$ cat src/rtl/efi_pulse_scheduler.sv
// efi_pulse_scheduler
// Turns the stroke FSM's injection and ignition windows into one timed drive
// pulse per window. Channel 0 is the injector, channel 1 the ignition coil.
// Both channels run the same FSM: IDLE -> (WAIT) -> PULSE -> DONE -> IDLE.
// The start of the pulse is counted in crank ticks. The length of the pulse
// is counted in clock cycles.
`timescale 1ns/1ps

module efi_pulse_scheduler #(
    parameter int TICK_W = 8,
    parameter int PW_W   = 16
) (
    input  logic              clk,
    input  logic              reset_n,
    input  logic              on,
    input  logic              crank_tick,
    input  logic [1:0]        stroke,
    input  logic              allow_injection,
    input  logic              allow_ignition,
    input  logic [TICK_W-1:0] inj_delay,
    input  logic [PW_W-1:0]   inj_width,
    input  logic [TICK_W-1:0] ign_delay,
    input  logic [PW_W-1:0]   ign_dwell,
    output logic              inj_out,
    output logic              ign_out,
    output logic              inj_busy,
    output logic              ign_busy,
    output logic              inj_missed,
    output logic              ign_missed,
    output logic              stroke_err
);

    localparam logic [1:0] ST_IDLE  = 2'd0;
    localparam logic [1:0] ST_WAIT  = 2'd1;
    localparam logic [1:0] ST_PULSE = 2'd2;
    localparam logic [1:0] ST_DONE  = 2'd3;

    localparam logic [1:0] STROKE_INTAKE     = 2'b00;
    localparam logic [1:0] STROKE_COMBUSTION = 2'b10;

    // Per-channel views of the inputs, so both channels share one generate body.
    logic [1:0]        allow_vec;
    logic [1:0]        allow_prev_reg;
    logic [1:0]        rise_vec;
    logic [1:0]        stroke_ok_vec;
    logic [TICK_W-1:0] delay_vec [2];
    logic [PW_W-1:0]   width_vec [2];
    logic              stroke_err_reg;

    assign allow_vec     = {allow_ignition, allow_injection};
    assign rise_vec      = allow_vec & ~allow_prev_reg;
    assign stroke_ok_vec = {(stroke == STROKE_COMBUSTION), (stroke == STROKE_INTAKE)};
    assign delay_vec[0]  = inj_delay;
    assign delay_vec[1]  = ign_delay;
    assign width_vec[0]  = inj_width;
    assign width_vec[1]  = ign_dwell;

    // Track the previous window level every cycle. This runs even while the
    // block is disabled, so that turning it back on does not fake an edge.
    always_ff @(posedge clk or negedge reset_n) begin
        if (!reset_n) begin
            allow_prev_reg <= 2'b00;
        end else begin
            allow_prev_reg <= allow_vec;
        end
    end

    // Flag a window opening in the wrong stroke. A bad edge on both channels
    // in the same cycle still raises only one strobe.
    always_ff @(posedge clk or negedge reset_n) begin
        if (!reset_n) begin
            stroke_err_reg <= 1'b0;
        end else begin
            stroke_err_reg <= |(rise_vec & ~stroke_ok_vec);
        end
    end

    genvar gi;
    generate
        for (gi = 0; gi < 2; gi++) begin : g_ch
            logic [1:0]        state_reg, state_next;
            logic [TICK_W-1:0] tick_cnt_reg, tick_cnt_next;
            logic [PW_W-1:0]   width_cnt_reg, width_cnt_next;
            logic [PW_W-1:0]   shadow_width_reg, shadow_width_next;
            logic              out_reg;
            logic              missed_reg, missed_next;

            // Channel FSM. The tick counter is loaded straight from the delay
            // input when the channel arms, so it acts as the delay shadow.
            always_comb begin
                state_next        = state_reg;
                tick_cnt_next     = tick_cnt_reg;
                width_cnt_next    = width_cnt_reg;
                shadow_width_next = shadow_width_reg;
                missed_next       = 1'b0;
                if (!on) begin
                    state_next     = ST_IDLE;
                    tick_cnt_next  = '0;
                    width_cnt_next = '0;
                end else begin
                    case (state_reg)
                        ST_IDLE: begin
                            if (rise_vec[gi] && stroke_ok_vec[gi]) begin
                                shadow_width_next = width_vec[gi];
                                if (width_vec[gi] == '0) begin
                                    state_next = ST_DONE;
                                end else if (delay_vec[gi] == '0) begin
                                    state_next     = ST_PULSE;
                                    width_cnt_next = width_vec[gi];
                                end else begin
                                    state_next    = ST_WAIT;
                                    tick_cnt_next = delay_vec[gi];
                                end
                            end
                        end
                        ST_WAIT: begin
                            // A closed window wins over a tick in the same cycle.
                            if (!allow_vec[gi]) begin
                                state_next    = ST_IDLE;
                                tick_cnt_next = '0;
                                missed_next   = 1'b1;
                            end else if (crank_tick) begin
                                if (tick_cnt_reg <= TICK_W'(1)) begin
                                    state_next     = ST_PULSE;
                                    tick_cnt_next  = '0;
                                    width_cnt_next = shadow_width_reg;
                                end else begin
                                    tick_cnt_next = tick_cnt_reg - TICK_W'(1);
                                end
                            end
                        end
                        ST_PULSE: begin
                            // The pulse always runs to full width, even if the
                            // window closes during it.
                            if (width_cnt_reg <= PW_W'(1)) begin
                                state_next     = ST_DONE;
                                width_cnt_next = '0;
                            end else begin
                                width_cnt_next = width_cnt_reg - PW_W'(1);
                            end
                        end
                        default: begin
                            // DONE: stay here until the window closes, so
                            // there is only one pulse per window.
                            if (!allow_vec[gi]) begin
                                state_next = ST_IDLE;
                            end
                        end
                    endcase
                end
            end

            // Channel registers. The drive output is registered from the
            // next state, so it rises in the same cycle as PULSE is entered.
            always_ff @(posedge clk or negedge reset_n) begin
                if (!reset_n) begin
                    state_reg        <= ST_IDLE;
                    tick_cnt_reg     <= '0;
                    width_cnt_reg    <= '0;
                    shadow_width_reg <= '0;
                    out_reg          <= 1'b0;
                    missed_reg       <= 1'b0;
                end else begin
                    state_reg        <= state_next;
                    tick_cnt_reg     <= tick_cnt_next;
                    width_cnt_reg    <= width_cnt_next;
                    shadow_width_reg <= shadow_width_next;
                    out_reg          <= (state_next == ST_PULSE);
                    missed_reg       <= missed_next;
                end
            end
        end
    endgenerate

    assign inj_out    = g_ch[0].out_reg;
    assign ign_out    = g_ch[1].out_reg;
    assign inj_busy   = (g_ch[0].state_reg != ST_IDLE);
    assign ign_busy   = (g_ch[1].state_reg != ST_IDLE);
    assign inj_missed = g_ch[0].missed_reg;
    assign ign_missed = g_ch[1].missed_reg;
    assign stroke_err = stroke_err_reg;

endmodule

$ cat config.mk
export PLATFORM = sky130hd
export DESIGN_NAME = efi_pulse_scheduler
export DESIGN_NICKNAME = d
export VERILOG_FILES = /design/src/rtl/efi_pulse_scheduler.sv
export SDC_FILE = /design/constraint.sdc
export NUM_CORES = 1
export LEC_CHECK = 0
export CAP_MARGIN = 30
export CORE_ASPECT_RATIO = 0.75
export CORE_MARGIN = 2
export CORE_UTILIZATION = 35
export DETAILED_ROUTE_END_ITERATION = 16
export GPL_TIMING_DRIVEN = 1
export PLACE_DENSITY = 0.5
export SYNTH_ARGS = -nofsm -noshare
export SYNTH_HDL_FRONTEND = slang
export SYNTH_SLANG_ARGS = --single-unit
export TNS_END_PERCENT = 100
$ cat constraint.sdc
create_clock -name clk -period 2.5 [get_ports clk]
set_input_delay 0.625 -clock clk [delete_from_list [all_inputs] [get_ports clk]]
set_output_delay 0.625 -clock clk [all_outputs]
set_load 0.02 [all_outputs]
==> results of run 1 <==
[cells in the final DEF, fill, tap and decap left out, types with 6 or more instances in the layout]
| master | instances |
|---|---|
| xnor2_1 | 9 |
| or3_1 | 8 |
| a32o_1 | 8 |
| nand3_1 | 13 |
| o311ai_0 | 6 |
| xor2_1 | 7 |
| dlygate4sd2_1 | 13 |
| a31oi_1 | 8 |
| clkbuf_16 | 9 |
| or4_4 | 9 |
| o211ai_1 | 14 |
| dlymetal6s2s_1 | 13 |
| clkdlybuf4s50_1 | 35 |
| a221o_1 | 8 |
| nand2_1 | 76 |
| buf_4 | 99 |
| o21ai_1 | 9 |
| inv_1 | 30 |
| o22ai_1 | 14 |
| nor3_1 | 10 |
| nor4_1 | 11 |
| mux2_2 | 32 |
| a21oi_1 | 13 |
| o21ai_0 | 31 |
| dfrtp_1 | 90 |
| buf_12 | 6 |
| or2_2 | 9 |
| nor2_1 | 39 |
| ha_1 | 17 |
| nor2b_1 | 9 |
[cell families after synthesis]
| family | count (synthesis) | share of synthesized area |
|---|---|---|
| flip-flops | 91 | 0.3888 |
| AND/OR/NAND/NOR | 229 | 0.2132 |
| AO/OA/AOI/OAI | 172 | 0.2224 |
| multiplexers | 35 | 0.06665 |
| XOR/XNOR | 16 | 0.02393 |
| adder cells (fa/ha/maj) | 18 | 0.03845 |
| buffers and inverters | 64 | 0.04657 |
[worst max path at each step]
stage,start,to,slack (ns)
2_1_floorplan,ign_dwell[8],g_ch[1].width_cnt_reg[13],0.08
3_3_place_gp,ign_dwell[0],g_ch[1].tick_cnt_reg[5],-0.48
3_5_place_dp,stroke[0],g_ch[1].width_cnt_reg[5],-0.52
4_1_cts,stroke[1],g_ch[1].width_cnt_reg[5],-0.03
5_1_grt,ign_dwell[3],g_ch[1].width_cnt_reg[11],-0.03
6_report,inj_width[7],g_ch[0].width_cnt_reg[12],0.05
[power groups by stage]
stage / clock network (mW) / registers, mW / logic (mW)
detailed placement: 0 / 2.50 / 5.53
global placement: 0 / 2.48 / 5.48
finish: 1.56 / 2.49 / 5.72
CTS: 1.61 / 2.48 / 5.64
global route: 1.66 / 2.57 / 6.26
floorplan: 0 / 2.41 / 3.72
[area by class of cell]
class                      instances  area share
multi-input combinational        470      0.4316
timing repair buffer             168      0.1907
sequential                        91      0.2872
tap                              210     0.03312
inverter                          31     0.01467
clock inverter                     3    0.008674
clock buffer                      13     0.03406
[worst max-delay path, cell delays in order]
cell and delay, ns:
clkdlybuf4s50_1 0.53, nor4_2 0.06, and4_2 0.28, o41a_1 0.52, a21o_4 0.28, buf_12 0.15
a22o_2 0.25
[routing by layer]
metal,global-route usage,wire length (um)
met1,0.2969,8838
met2,0.3074,7583
met3,0.03553,737
met4,0.04709,181
met5,0,0
[repair_timing]
item                                    in CTS  in global routing
buffers inserted                             4                  0
pin swaps                                   12                 12
resized for setup                           31                 27
endpoints found under the setup margin      38                 34
==> run metrics, run 1 <==
chip height=116.0 um; fin crit period=2.454 ns; DR vias/cell=5.474; root buffer cell=clkbuf_16; synth unique cells=84; Clock Skew=0.006658 ns; clock sinks=91; Bufs on Longest Clock Path=2; Post-synth EDFFs=0; area of the multi-input gates=3425 sq um; final WL=17340 um; Hold Vio Cnt, Final=0; Worst R2R Setup Slack=0.16 ns; Avg Cell Area, Syn=9.371 sq um; Post-Layout Cell Count=986; Max rail drop VDD=0.0005355 V; worst setup margin=0.04644 ns; Fmax=0.4076 GHz; RSZ-0062 raised after global routing=yes; outcome=finished clean; fin. max-slew vios=0; DP Wirelength=12690 um; Total Nets Final=845; filler cell count in the final layout=1543; switch share=0.4275; starting density of the core=0.3612; Reg clk slew, reported paths=0.07 ns; vias in the first global route=5308; Pwr Total=9.776 mW; R2R cell count=7; critical setup path kind=in -> reg; Min Hold Slack=0.2269 ns; synthesized area=5857 sq um; placed cell count=967; Yosys top cell by area=dfrtp_1; Sequential Area=2278 sq um; Gate power share=0.586; worst min path class=in -> async; Slew @ Worst Pin=0.4821 ns; crit path DAT=2.70 ns; design area=7934 sq um; DRC violations left=0; most frequent cell after synthesis=dfrtp_1; top-area cell type share of the netlist area=0.3888; Mapped Cells=625; fin crit share=0.9814; Num CTS Buffers=9; Routed Antenna Nets=0; max_cap viols=0; Die W=153.4 um; clock power share=0.160; P_int=5.596 mW; post-DR wirelength/cell=17.59 um; Cell Pwr Density=1232 nW/um^2; Synth area leaders=dfrtp_1 39%, mux2_2 6.2%, nand2_1 4.9%; Slew HR=0.6756; number of antenna violations at the first check in global routing=0; CP max FO=11; Net Switching=4.179 mW; Seq/Total Area, Yosys=0.3888; GPL Wtd Cong=0.8544; vias=5397; P&R area growth vs syn=35.46%; Worst-Skew Late Latency=0.35 ns; n_diodes=0; Synthesized Nets=699; Total GRT Usage=0.2008; placed inst area=7430 sq um; Commonest cells post-synth=91 x dfrtp_1, 76 x nand2_1, 40 x nor2_1; H-Tree Depth=3; Critical Path RT=2.74 ns; die area=17800 sq um; CTS tree=yes; Detailed Route Iter0 Violations=350; cts hold-fix bufs=0; IO Port Bufs=62; # IOs=63; Core ar.=16220 sq um; Synth Flop Type=dfrtp_1; utilization after layout=0.4893; num rows=40; Post-Place Setup Slack=-0.5179 ns; Lkg Pwr=3.629 nW; share of cells above drive strength 1=0.2693; setup-violating endpoint count in the final report=0; gr ovfl total=0; Seq cells post-synth=91; TritonRoute pass-1 iters=5; largest net degree at the start of global routing=37; FFs w/ async S/R, synth=1.000; first-pass GRT wire length=28210 um; Seq pwr share=0.254; startpoint class of the critical path=primary input; setup TNS=0 ns; Worst setup EP type=flip-flop; R2R Path End=g_ch[0].width_cnt_reg[0]; FF-to-FF Start=g_ch[0].width_cnt_reg[12]; Synth warnings=0
No activity file was read; power rests on OpenSTA's default activity.
==> run 2, diff against run 1 <==
--- a/config.mk
+++ b/config.mk
@@ -8,10 +8,10 @@
 export CAP_MARGIN = 30
 export CORE_ASPECT_RATIO = 0.75
 export CORE_MARGIN = 2
-export CORE_UTILIZATION = 35
+export CORE_UTILIZATION = 57
 export DETAILED_ROUTE_END_ITERATION = 16
 export GPL_TIMING_DRIVEN = 1
-export PLACE_DENSITY = 0.5
+export PLACE_DENSITY = 0.76
 export SYNTH_ARGS = -nofsm -noshare
 export SYNTH_HDL_FRONTEND = slang
 export SYNTH_SLANG_ARGS = --single-unit
==> run 2 against run 1 <==
Register-to-register slack lost 0.06 ns. Largest power group unchanged. Via count grew 7.5%. Largest cell class unchanged. Sequential power grew 2%. Count of clock-buffer cells in the layout is the same. Maximum frequency shrank 1.1%.
==> run metrics, run 2 (synthesis gave the netlist of run 1 again) <==
outcome=finished clean; Slew HR=0.4029 (-0.2728); filler cell count in the final layout=671 (-57%); Fmax=0.4029 GHz (-1.1%); Total GRT Usage=0.3215 (+0.1207); Slew @ Worst Pin=0.8875 ns (+0.4054 ns); Worst Setup SP=ign_dwell[2]; clock power share=0.161 (about the same); crit-path cells=dlygate4sd2_1 -> or4_4 -> o41ai_4 -> buf_4 -> a2111oi_4 -> buf_4 -> nor2b_4 -> a31oi_1 -> o22ai_1; first-pass GRT wire length=28350 um (+0.46%); placed cell count=891 (-7.9%); fin crit period=2.482 ns (+0.02851 ns); vias=5802 (+7.5%); Clock Skew=0.005128 ns (-0.001530 ns); gr ovfl total=0 (unchanged); vias in the first global route=5846 (+10%); Worst path slowest cell=or4_4; Hold Vio Cnt, Final=0 (unchanged); IO Port Bufs=62 (unchanged); CTS tree=yes; chip height=91.79 um (-21%); Reg clk slew, reported paths=0.07 ns (about the same); DP Wirelength=11980 um (-5.6%); crit path DAT=2.74 ns (+0.04 ns); area of the multi-input gates=3450 sq um (+0.73%); Die W=121.1 um (-21%); n_diodes=0 (unchanged); fin crit share=0.9928 (+0.01140); fin. max-slew vios=0 (unchanged); R2R Path End=g_ch[1].width_cnt_reg[3]; design area=7878 sq um (-0.71%); Total Nets Final=845 (unchanged); worst setup margin=0.01793 ns (-0.02851 ns); Lkg Pwr=3.776 nW (+4.1%); Worst R2R Setup Slack=0.10 ns (-0.06 ns); Setup crit end=g_ch[1].width_cnt_reg[3]; die area=11110 sq um (-38%); starting density of the core=0.5782 (+0.2170); Seq pwr share=0.259 (+0.005); DRC violations left=0 (unchanged); # IOs=63 (unchanged); Bufs on Longest Clock Path=2 (unchanged); cts hold-fix bufs=0 (unchanged); Gate power share=0.581 (-0.005); most frequent cells in the layout=100 x buf_4, 90 x dfrtp_1, 75 x nand2_1; Sequential Area=2278 sq um (unchanged); FF-to-FF Start=g_ch[1].tick_cnt_reg[0]; share of cells above drive strength 1=0.2758 (+0.006443); switch share=0.4312 (+0.003643); CP max FO=6 (-5); Post-Layout Cell Count=912 (-7.5%); commonest non-fill, non-tap cell in the layout=buf_4; P&R area growth vs syn=34.50%; setup TNS=0 ns (unchanged); Detailed Route Iter0 Violations=428 (+22%); Cell Pwr Density=1244 nW/um^2 (+0.93%); P_int=5.573 mW (-0.43%); Routed Antenna Nets=0 (unchanged); Post-Place Setup Slack=-0.6637 ns (-0.1457 ns); setup-violating endpoint count in the final report=0 (unchanged); DR vias/cell=6.362 (+16%); post-DR wirelength/cell=19.32 um (+9.8%); Min Hold Slack=0.1640 ns (-0.06288 ns); number of antenna violations at the first check in global routing=0 (unchanged); root buffer cell=clkbuf_16; TritonRoute pass-1 iters=6 (+1); num rows=32 (-20%); max_cap viols=0 (unchanged); R2R cell count=9 (+2); Worst-Skew Late Latency=0.35 ns (about the same); startpoint class of the critical path=primary input; clock sinks=91 (unchanged); worst min path class=in -> async; largest net degree at the start of global routing=39 (+5.4%); final WL=17620 um (+1.6%); placed inst area=7297 sq um (-1.8%); Critical Path RT=2.76 ns (+0.02 ns); GPL Wtd Cong=0.9147 (+7.1%); critical setup path kind=in -> reg; Largest stage delay, worst path=0.55 ns (+0.02 ns); Num CTS Buffers=9 (unchanged); H-Tree Depth=3 (unchanged); Net Switching=4.224 mW (+1.1%); utilization after layout=0.7777 (+0.2884); crit-path most repeated cell=buf_4; Worst setup EP type=flip-flop; Core ar.=10130 sq um (-38%); Max rail drop VDD=0.0006412 V (+20%); Pwr Total=9.796 mW (+0.21%)
[run 2: cell types whose count changed in the layout (fill, tap and decap cells not counted), sizes merged]
| cell | delta |
|---|---|
| clkbuf | +2 |
| clkinvlp | +1 |
| dlymetal6s2s | +15 |
| clkdlybuf4s50 | -23 |
| clkdlybuf4s15 | +3 |
| clkinv | -1 |
| dlygate4sd2 | +3 |
[run 2: worst max-delay path, delay by kind of cell]
family,cells,cell delay (ns)
AO/OA/AOI/OAI,4,0.73
buffers and inverters,3,0.65
AND/OR/NAND/NOR,2,0.73
[run 2: what timing repair did]
item | CTS | global route
setup endpoints to repair | 39 | 37
pin swaps | 16 | 20
gates resized for setup | 43 | 50
buffers inserted | 4 | 4
gates cloned | 0 | 0
[run 2: power groups by stage]
stage          registers (mW)  logic (mW)  clock network, mW
5_1_grt                  2.60        6.16               1.65
3_3_place_gp             2.48        5.14                  0
2_1_floorplan            2.41        3.72                  0
3_5_place_dp             2.52        5.33                  0
6_report                 2.53        5.69               1.57
4_1_cts                  2.51        5.48               1.59
[run 2: worst min-delay path by stage]
stage | endpoint | slack (ns) | depth (start not counted)
6_report | g_ch[1].width_cnt_reg[11] | 0.16 | 1
5_1_grt | g_ch[1].width_cnt_reg[11] | 0.18 | 1
4_1_cts | g_ch[1].width_cnt_reg[11] | 0.17 | 1
3_5_place_dp | g_ch[0].width_cnt_reg[14] | 0.49 | 1
3_3_place_gp | g_ch[0].width_cnt_reg[14] | 0.49 | 1
2_1_floorplan | allow_prev_reg[0] | 0.33 | 0
[run 2: metal layers]
metal | vias up | GRT usage | share of wire
met2 | 281 | 0.5183 | 0.48
met1 | 2848 | 0.4268 | 0.43
met3 | 53 | 0.07400 | 0.069
met4 | 0 | 0.1114 | 0.024
li1 | 2620 | - | -
met5 | - | 0 | 0
[run 2: cell type report]
class,count,area share
Multi-Input combinational cell,470,0.4379
Clock inverter,3,0.008577
Sequential cell,91,0.2892
Inverter,31,0.01477
Timing Repair Buffer,168,0.1923
Clock buffer,13,0.03558
Tap cell,136,0.02160
